$ cat config.mk
export PLATFORM = sky130hd
export DESIGN_NAME = tz_rom_arbiter_flat
export DESIGN_NICKNAME = d
export VERILOG_FILES = /design/src/rtl/tz_rom_arbiter_if.sv /design/src/rtl/tz_rom_arbiter.sv /design/src/flat_wrapper.sv
export SDC_FILE = /design/constraint.sdc
export NUM_CORES = 1
export LEC_CHECK = 0
export ABC_AREA = 1
export CORE_UTILIZATION = 40
export DETAILED_ROUTE_END_ITERATION = 10
export GPL_TIMING_DRIVEN = 0
export PLACE_DENSITY = 0.71
export SLEW_MARGIN = 20
export SYNTH_ARGS = -nofsm -noshare
export SYNTH_HDL_FRONTEND = slang
export SYNTH_SLANG_ARGS = --single-unit
$ cat constraint.sdc
create_clock -name CLK -period 1.6 [get_ports CLK]
set_input_delay 0.16 -clock CLK [delete_from_list [all_inputs] [get_ports CLK]]
set_output_delay 0.16 -clock CLK [all_outputs]
set_load 0.05 [all_outputs]
$ cat src/rtl/tz_rom_arbiter_if.sv
// Bundle of the two requester ports and the ROM read port around tz_rom_arbiter.
// "slave" is the arbiter's view; "master" is the requesters plus the ROM.
interface tz_rom_arbiter_if #(
    parameter int unsigned ADDR_W = 4,
    parameter int unsigned DATA_W = 32
);
    logic              LCD_REQ;
    logic [ADDR_W-1:0] LCD_ADDR;
    logic              LCD_ACK;
    logic [DATA_W-1:0] LCD_RDATA;
    logic              UART_REQ;
    logic [ADDR_W-1:0] UART_ADDR;
    logic              UART_ACK;
    logic [DATA_W-1:0] UART_RDATA;
    logic              ROM_EN;
    logic              ROM_REGCE;
    logic [ADDR_W-1:0] ROM_ADDR;
    logic [DATA_W-1:0] ROM_DOUT;
    logic              BUSY;

    modport slave (
        input  LCD_REQ, LCD_ADDR, UART_REQ, UART_ADDR, ROM_DOUT,
        output LCD_ACK, LCD_RDATA, UART_ACK, UART_RDATA,
        output ROM_EN, ROM_REGCE, ROM_ADDR, BUSY
    );

    modport master (
        output LCD_REQ, LCD_ADDR, UART_REQ, UART_ADDR, ROM_DOUT,
        input  LCD_ACK, LCD_RDATA, UART_ACK, UART_RDATA,
        input  ROM_EN, ROM_REGCE, ROM_ADDR, BUSY
    );
endinterface

$ cat src/rtl/tz_rom_arbiter.sv
// Round-robin read arbiter/sequencer for the shared single-port timezone ROM.
// One read at a time: IDLE -> ISSUE (ena) -> [WAIT (regcea)] -> CAPTURE -> IDLE,
// with a registered one-cycle ACK to the owner alongside its updated RDATA.
module tz_rom_arbiter #(
    parameter int unsigned READ_LATENCY = 2,
    parameter int unsigned ADDR_W       = 4,
    parameter int unsigned DATA_W       = 32
) (
    input  logic              CLK,
    input  logic              RESETN,
    tz_rom_arbiter_if.slave   bus
);
    typedef enum logic [1:0] {StIdle, StIssue, StWait, StCapture} state_e;

    localparam logic OwnLcd  = 1'b0;
    localparam logic OwnUart = 1'b1;

    state_e            state_q, state_d;
    // Current owner; it also serves as the round-robin last-grant pointer.
    logic              owner_q, owner_d;
    logic [ADDR_W-1:0] rom_addr_q, rom_addr_d;
    logic              rom_en_q, rom_en_d;
    logic              rom_regce_q, rom_regce_d;
    logic              busy_q, busy_d;
    logic              lcd_ack_q, lcd_ack_d;
    logic              uart_ack_q, uart_ack_d;
    logic [DATA_W-1:0] lcd_rdata_q, lcd_rdata_d;
    logic [DATA_W-1:0] uart_rdata_q, uart_rdata_d;
    logic              lcd_elig, uart_elig, grant_uart;

    // Next-state, grant decision, capture and registered output decode.
    always_comb begin
        state_d      = state_q;
        owner_d      = owner_q;
        rom_addr_d   = rom_addr_q;
        lcd_ack_d    = 1'b0;
        uart_ack_d   = 1'b0;
        lcd_rdata_d  = lcd_rdata_q;
        uart_rdata_d = uart_rdata_q;
        grant_uart   = 1'b0;
        // A requester in its ACK cycle is not re-eligible until the next IDLE cycle.
        lcd_elig     = bus.LCD_REQ & ~lcd_ack_q;
        uart_elig    = bus.UART_REQ & ~uart_ack_q;

        unique case (state_q)
            StIdle: begin
                if (lcd_elig || uart_elig) begin
                    if (lcd_elig && uart_elig) begin
                        grant_uart = (owner_q == OwnLcd);
                    end else begin
                        grant_uart = uart_elig;
                    end
                    owner_d    = grant_uart ? OwnUart : OwnLcd;
                    rom_addr_d = grant_uart ? bus.UART_ADDR : bus.LCD_ADDR;
                    state_d    = StIssue;
                end
            end
            StIssue: begin
                state_d = (READ_LATENCY == 2) ? StWait : StCapture;
            end
            StWait: begin
                state_d = StCapture;
            end
            StCapture: begin
                if (owner_q == OwnUart) begin
                    uart_rdata_d = bus.ROM_DOUT;
                    uart_ack_d   = 1'b1;
                end else begin
                    lcd_rdata_d = bus.ROM_DOUT;
                    lcd_ack_d   = 1'b1;
                end
                state_d = StIdle;
            end
            default: begin
                state_d = StIdle;
            end
        endcase

        rom_en_d    = (state_d == StIssue);
        rom_regce_d = (READ_LATENCY == 2) && (state_d == StWait);
        busy_d      = (state_d != StIdle);
    end

    // State and output registers; reset aborts any read in flight without an ACK.
    always_ff @(posedge CLK or negedge RESETN) begin
        if (!RESETN) begin
            state_q      <= StIdle;
            owner_q      <= OwnUart;
            rom_addr_q   <= '0;
            rom_en_q     <= 1'b0;
            rom_regce_q  <= 1'b0;
            busy_q       <= 1'b0;
            lcd_ack_q    <= 1'b0;
            uart_ack_q   <= 1'b0;
            lcd_rdata_q  <= '0;
            uart_rdata_q <= '0;
        end else begin
            state_q      <= state_d;
            owner_q      <= owner_d;
            rom_addr_q   <= rom_addr_d;
            rom_en_q     <= rom_en_d;
            rom_regce_q  <= rom_regce_d;
            busy_q       <= busy_d;
            lcd_ack_q    <= lcd_ack_d;
            uart_ack_q   <= uart_ack_d;
            lcd_rdata_q  <= lcd_rdata_d;
            uart_rdata_q <= uart_rdata_d;
        end
    end

    assign bus.LCD_ACK    = lcd_ack_q;
    assign bus.LCD_RDATA  = lcd_rdata_q;
    assign bus.UART_ACK   = uart_ack_q;
    assign bus.UART_RDATA = uart_rdata_q;
    assign bus.ROM_EN     = rom_en_q;
    assign bus.ROM_REGCE  = rom_regce_q;
    assign bus.ROM_ADDR   = rom_addr_q;
    assign bus.BUSY       = busy_q;
endmodule

$ cat src/flat_wrapper.sv
// flat-port wrapper written by rule: the top's interface ports become plain ports
module tz_rom_arbiter_flat 
#(
    parameter int unsigned READ_LATENCY = 2,
    parameter int unsigned ADDR_W       = 4,
    parameter int unsigned DATA_W       = 32
)
  (CLK, RESETN, bus_LCD_REQ, bus_LCD_ADDR, bus_UART_REQ, bus_UART_ADDR, bus_ROM_DOUT, bus_LCD_ACK, bus_LCD_RDATA, bus_UART_ACK, bus_UART_RDATA, bus_ROM_EN, bus_ROM_REGCE, bus_ROM_ADDR, bus_BUSY);
  tz_rom_arbiter_if #(.ADDR_W(ADDR_W), .DATA_W(DATA_W)) bus_i ();
  input  logic CLK;
  input  logic RESETN;
  input wire logic [$bits(bus_i.LCD_REQ)-1:0] bus_LCD_REQ;
  input wire logic [$bits(bus_i.LCD_ADDR)-1:0] bus_LCD_ADDR;
  input wire logic [$bits(bus_i.UART_REQ)-1:0] bus_UART_REQ;
  input wire logic [$bits(bus_i.UART_ADDR)-1:0] bus_UART_ADDR;
  input wire logic [$bits(bus_i.ROM_DOUT)-1:0] bus_ROM_DOUT;
  output wire logic [$bits(bus_i.LCD_ACK)-1:0] bus_LCD_ACK;
  output wire logic [$bits(bus_i.LCD_RDATA)-1:0] bus_LCD_RDATA;
  output wire logic [$bits(bus_i.UART_ACK)-1:0] bus_UART_ACK;
  output wire logic [$bits(bus_i.UART_RDATA)-1:0] bus_UART_RDATA;
  output wire logic [$bits(bus_i.ROM_EN)-1:0] bus_ROM_EN;
  output wire logic [$bits(bus_i.ROM_REGCE)-1:0] bus_ROM_REGCE;
  output wire logic [$bits(bus_i.ROM_ADDR)-1:0] bus_ROM_ADDR;
  output wire logic [$bits(bus_i.BUSY)-1:0] bus_BUSY;
  assign bus_i.LCD_REQ = bus_LCD_REQ;
  assign bus_i.LCD_ADDR = bus_LCD_ADDR;
  assign bus_i.UART_REQ = bus_UART_REQ;
  assign bus_i.UART_ADDR = bus_UART_ADDR;
  assign bus_i.ROM_DOUT = bus_ROM_DOUT;
  assign bus_LCD_ACK = bus_i.LCD_ACK;
  assign bus_LCD_RDATA = bus_i.LCD_RDATA;
  assign bus_UART_ACK = bus_i.UART_ACK;
  assign bus_UART_RDATA = bus_i.UART_RDATA;
  assign bus_ROM_EN = bus_i.ROM_EN;
  assign bus_ROM_REGCE = bus_i.ROM_REGCE;
  assign bus_ROM_ADDR = bus_i.ROM_ADDR;
  assign bus_BUSY = bus_i.BUSY;
  tz_rom_arbiter #(.READ_LATENCY(READ_LATENCY), .ADDR_W(ADDR_W), .DATA_W(DATA_W)) u_core (.CLK(CLK), .RESETN(RESETN), .bus(bus_i));
endmodule
After elaboration in Yosys (flattened, before gate mapping)
Index checks and enable logic that the tools add are counted.
{ "classes": {"n_eq_ne": 5, "muxes": 11, "bitwise_logic": 5, "n_reduce_logical": 7} }
{ "ops": {"columns": ["operator", "count"], "rows": [
  ["$mux 1", 8],
  ["$pmux 2 s4", 1],
  ["$eq 2x2->1 const B", 3],
  ["$reduce_and 2->1", 3],
  ["$eq 2x1->1 const B", 2],
  ["$mux 4", 1],
  ["$not 1->1", 3],
  ["$and 1x1->1", 2],
  ["$logic_not 2->1", 1],
  ["$mux 2", 1],
  ["$reduce_bool 2->1", 1],
  ["$logic_and 1x1->1", 1],
  ["$logic_or 1x1->1", 1]
]} }
{ "word_totals": {"reg_bits": 76, "output_inout_bits": 73, "wordCells": 38} }

Logic depth before layout (Yosys ltp)
{ "depth": {"depth_word": 7, "mapped_depth": 7} }

Least setup slack after synthesis
No wires, ideal clock.
{ "synth_path": {"path_type": "flip-flop to flip-flop", "from": "register u_core.uart_ack_q (netlist: u_core.bus.UART_ACK)", "to": "register u_core.busy_q (netlist: u_core.bus.BUSY)", "setup_time_ns": 0.124, "arrival_ns": 1.182, "required_time_ns": 1.476, "setup_slack_ns": 0.293, "stages_incl_launch_ff": 7, "path_buffers": 0, "synth_period_minus_slack_ns": 1.307, "path_cell_list": "dfrtp_1 inv_2 nand2_2 nand2_2 nand2_4 nand2_2 or2_1"} }
{ "synth_between": {"elab_chain_len": 6} }
{ "synth_rtl": {"columns": ["element", "line", "rtl"], "rows": [
  ["from (decl)", "tz_rom_arbiter.sv:26", "logic uart_ack_q, uart_ack_d;"],
  ["from (signal assigned)", "tz_rom_arbiter.sv:105", "uart_ack_q <= uart_ack_d;"],
  ["$not 1->1", "tz_rom_arbiter.sv:43", "uart_elig = bus.UART_REQ & ~uart_ack_q;"],
  ["$and 1x1->1", "tz_rom_arbiter.sv:43", null],
  ["$logic_or 1x1->1", "tz_rom_arbiter.sv:47", "if (lcd_elig || uart_elig) begin"],
  ["$mux 2", "tz_rom_arbiter.sv:47", null],
  ["$pmux 2 s4", "tz_rom_arbiter.sv:45", "unique case (state_q)"],
  ["net u_core.state_d[0]", "tz_rom_arbiter.sv:18", "state_e state_q, state_d;"],
  ["$reduce_bool 2->1", "tz_rom_arbiter.sv:81", "busy_d = (state_d != StIdle);"],
  ["net u_core.busy_d", "tz_rom_arbiter.sv:24", "logic busy_q, busy_d;"],
  ["to (signal assigned)", "tz_rom_arbiter.sv:103", "busy_q <= busy_d;"],
  ["to (decl)", "tz_rom_arbiter.sv:24", null]
]} }
The timed path passes the listed nets, and every way through them passes these cells.
A chain may end at the register's enable or synchronous reset.

Worst setup path in the final report
{ "layout_path": {"from": "register u_core.uart_ack_q (netlist: u_core.bus.UART_ACK)", "to": "output port bus_UART_ACK"} }
{ "layout_lines": {"columns": ["element", "line", "rtl"], "rows": [
  ["to (decl)", "flat_wrapper.sv:19", "output wire logic [$bits(bus_i.UART_ACK)-1:0] bus_UART_ACK;"]
]} }
No word-level cell between the ends.

==> impl_metrics.tcl <==
set metrics [dict create \
    num_antenna_cells 0 \
    cp_data_arrival_time_ns 1.31 \
    rsz0062_at_grt "false" \
    status "finished, final reports clean" \
    cp_cell_sequence "dlygate4sd2_1" \
    fin_crit_ns 1.47 \
    grt_max_degree 40 \
    hp-class "in -> async" \
    postCtsSetupBuffers 0 \
    via_per_inst 4.50 \
    async_reset_ff_frac 1.00 \
    clk_pin_slew_ns 0.08 \
    htreeDepth 3 \
    synthesis.area_sq_um 3200 \
    place.detailed.hpwl_mm 5.12 \
    num_vias 2433 \
    worstSkewPairLatency_ns 0.34 \
    grtUsageTotal 0.179 \
    max_freq_mhz 679 \
    synth_edf_count 0 \
    grt_pass1_wl_mm 11.6 \
    remaining_drc_errors 0 \
    maxCapViolCount 0 \
    gr-total-overflow 0 \
    cts_tree "built" \
    r2r_start "u_core.state_q[0]$_DFF_PN0_" \
    seq_area_frac_synth 0.595 \
    hold_viol_final 0 \
    path_buf_inv 1 \
    avgSynthCellArea_sq_um 10.5 \
    cts_buffers 9 \
    synth_flop_cell "dfrtp_1" \
    globalplace.congestion 0.711 \
    clk_path_buf_depth 2 \
    min_period_over_period 0.921 \
    yosys_warnings 0 \
    final_nets 483 \
    hold_ws_ns 0.338 \
    maxSlewHeadroom 0.632 \
    place_inst 525 \
    tightest_slew_ns 0.554 \
    wire_per_inst_microns 12.8 \
    grt_pass1_vias 2411 \
    cts_sinks 76 \
    ff2ff_setup_slack_ns 0.19 \
    critical_path.startpoint_type "register" \
    area_growth_syn_to_layout_pct 43.0 \
    mostFrequentLayoutCell "nand2_1" \
    worstPathRequired_ns 1.44 \
    synth-seq-cells 76 \
    die-width_microns 91.4 \
    fin_cells 541 \
    ios 117 \
    mostFrequentLayoutCells "81 x nand2_1, 75 x dfrtp_1, 73 x dlygate4sd2_1, 49 x o21ai_2, 47 x inv_1" \
    core_area_sq_um 7730 \
    dieArea_sq_um 8360 \
    dr.pass1.iters 4 \
    final_util 0.592 \
    end_kind "output port" \
    cp_slowest_cell "dlygate4sd2_1" \
    fin_skew_ns 0.0101 \
    drive_above_1_share 0.191 \
    worst-setup-path-type "reg -> out" \
    max_stage_delay_ns 0.56 \
    crit_family "buffers and inverters" \
    port_buffers 116 \
    postSynthCellCount 306 \
    ant_nets 0 \
    finalSetupViolCount 0 \
    drt_iter0_drc 100 \
    fill_cells 693 \
    antenna_found_initial 0 \
    die_h_microns 91.4 \
    critPathMaxFanout 3 \
    initial_core_util 0.414 \
    worst_r2r_endpoint "u_core.bus.BUSY$_DFF_PN0_" \
    rows 32 \
    clockRootBuffer "clkbuf_8" \
    slew_violations 0 \
    drt_wl_total_mm 6.93 \
    syn_nets 354 \
    synth_cell_types 18 \
    reg2reg_depth 5 \
]
per-layer routing:
metal / GRT usage / part of all wire / wire, microns / vias up
met2: 0.278 / 0.50 / 3460 / 64
met1: 0.239 / 0.43 / 3010 / 1152
li1: - / - / - / 1206
met3: 0.0352 / 0.044 / 302 / 11
met5: 0 / 0 / 0 / -
met4: 0.0899 / 0.023 / 157 / 0
kinds of logic after synthesis:
| family | share of synthesized area |
|---|---|
| flops | 0.595 |
| fa+ha+maj | 0.0157 |
| buf+inv | 0.101 |
| simple gates | 0.126 |
| compound gates | 0.162 |
flip-flops by register name, summed over array words and instances, names as in the netlist:
name / cells
u_core.bus.LCD_RDATA: 32
u_core.bus.UART_RDATA: 32
u_core.bus.ROM_ADDR: 4
u_core.state_q: 2
u_core.bus.BUSY: 1
u_core.bus.LCD_ACK: 1
u_core.bus.ROM_EN: 1
u_core.bus.ROM_REGCE: 1
u_core.bus.UART_ACK: 1
u_core.owner_q: 1
cell usage after synthesis, types with 2 or more instances:
library cell	number	area, sq um
nand3_1	9	45.0
o21ai_0	10	50.1
o21ai_2	49	429
ha_1	4	50.1
buf_6	12	135
dfrtp_1	75	1880
inv_1	47	176
nand2_1	81	304
nand2_2	3	18.8
inv_2	2	7.51
o21ai_1	7	35.0
area by class of cell:
class	instances	area [sq um]	area share
well taps	102	128	0.0279
clock inverters	3	15.0	0.00328
repair buffers	118	1100	0.240
multi-input cells	168	972	0.213
flip-flops and latches	76	1900	0.416
inverters	49	184	0.0402
plain buffers	13	139	0.0304
clock buffers	12	135	0.0295
timing repair:
action,in CTS,in global routing
hold endpoints to repair,37,0
resized for setup,73,0
hold buffers,1,0
setup endpoints to repair,73,0
stage by stage:
| stage | setup slack (ns) | TNS, ns | cell area [sq um] |
|---|---|---|---|
| final | 0.127 | 0 | 4570 |
| after global routing | 0.0579 | 0 | 4570 |
| after CTS | 0.0990 | 0 | 4570 |
| after detailed placement | 0.189 | 0 | 4500 |
| after global placement | -2.25 | -169.99 | 4490 |
| after floorplan | 0.293 | 0 | 3200 |
worst max-delay path by stage:
stage,startpoint,endpoint,slack (ns),cells past startpoint
detailed placement,u_core.bus.UART_ACK$_DFF_PN0_,bus_UART_ACK,0.19,1
CTS,u_core.bus.UART_ACK$_DFF_PN0_,bus_UART_ACK,0.1,1
global placement,RESETN,u_core.bus.UART_RDATA[16]$_DFFE_PN0P_,-2.25,1
finish,u_core.bus.UART_ACK$_DFF_PN0_,bus_UART_ACK,0.13,1
global route,u_core.state_q[0]$_DFF_PN0_,u_core.bus.BUSY$_DFF_PN0_,0.06,5
floorplan,u_core.bus.UART_ACK$_DFF_PN0_,u_core.bus.BUSY$_DFF_PN0_,0.29,6
Power is left out: the tool's default activity adds up to more than one toggle a clock period on the data nets, which glitch-free logic cannot reach.
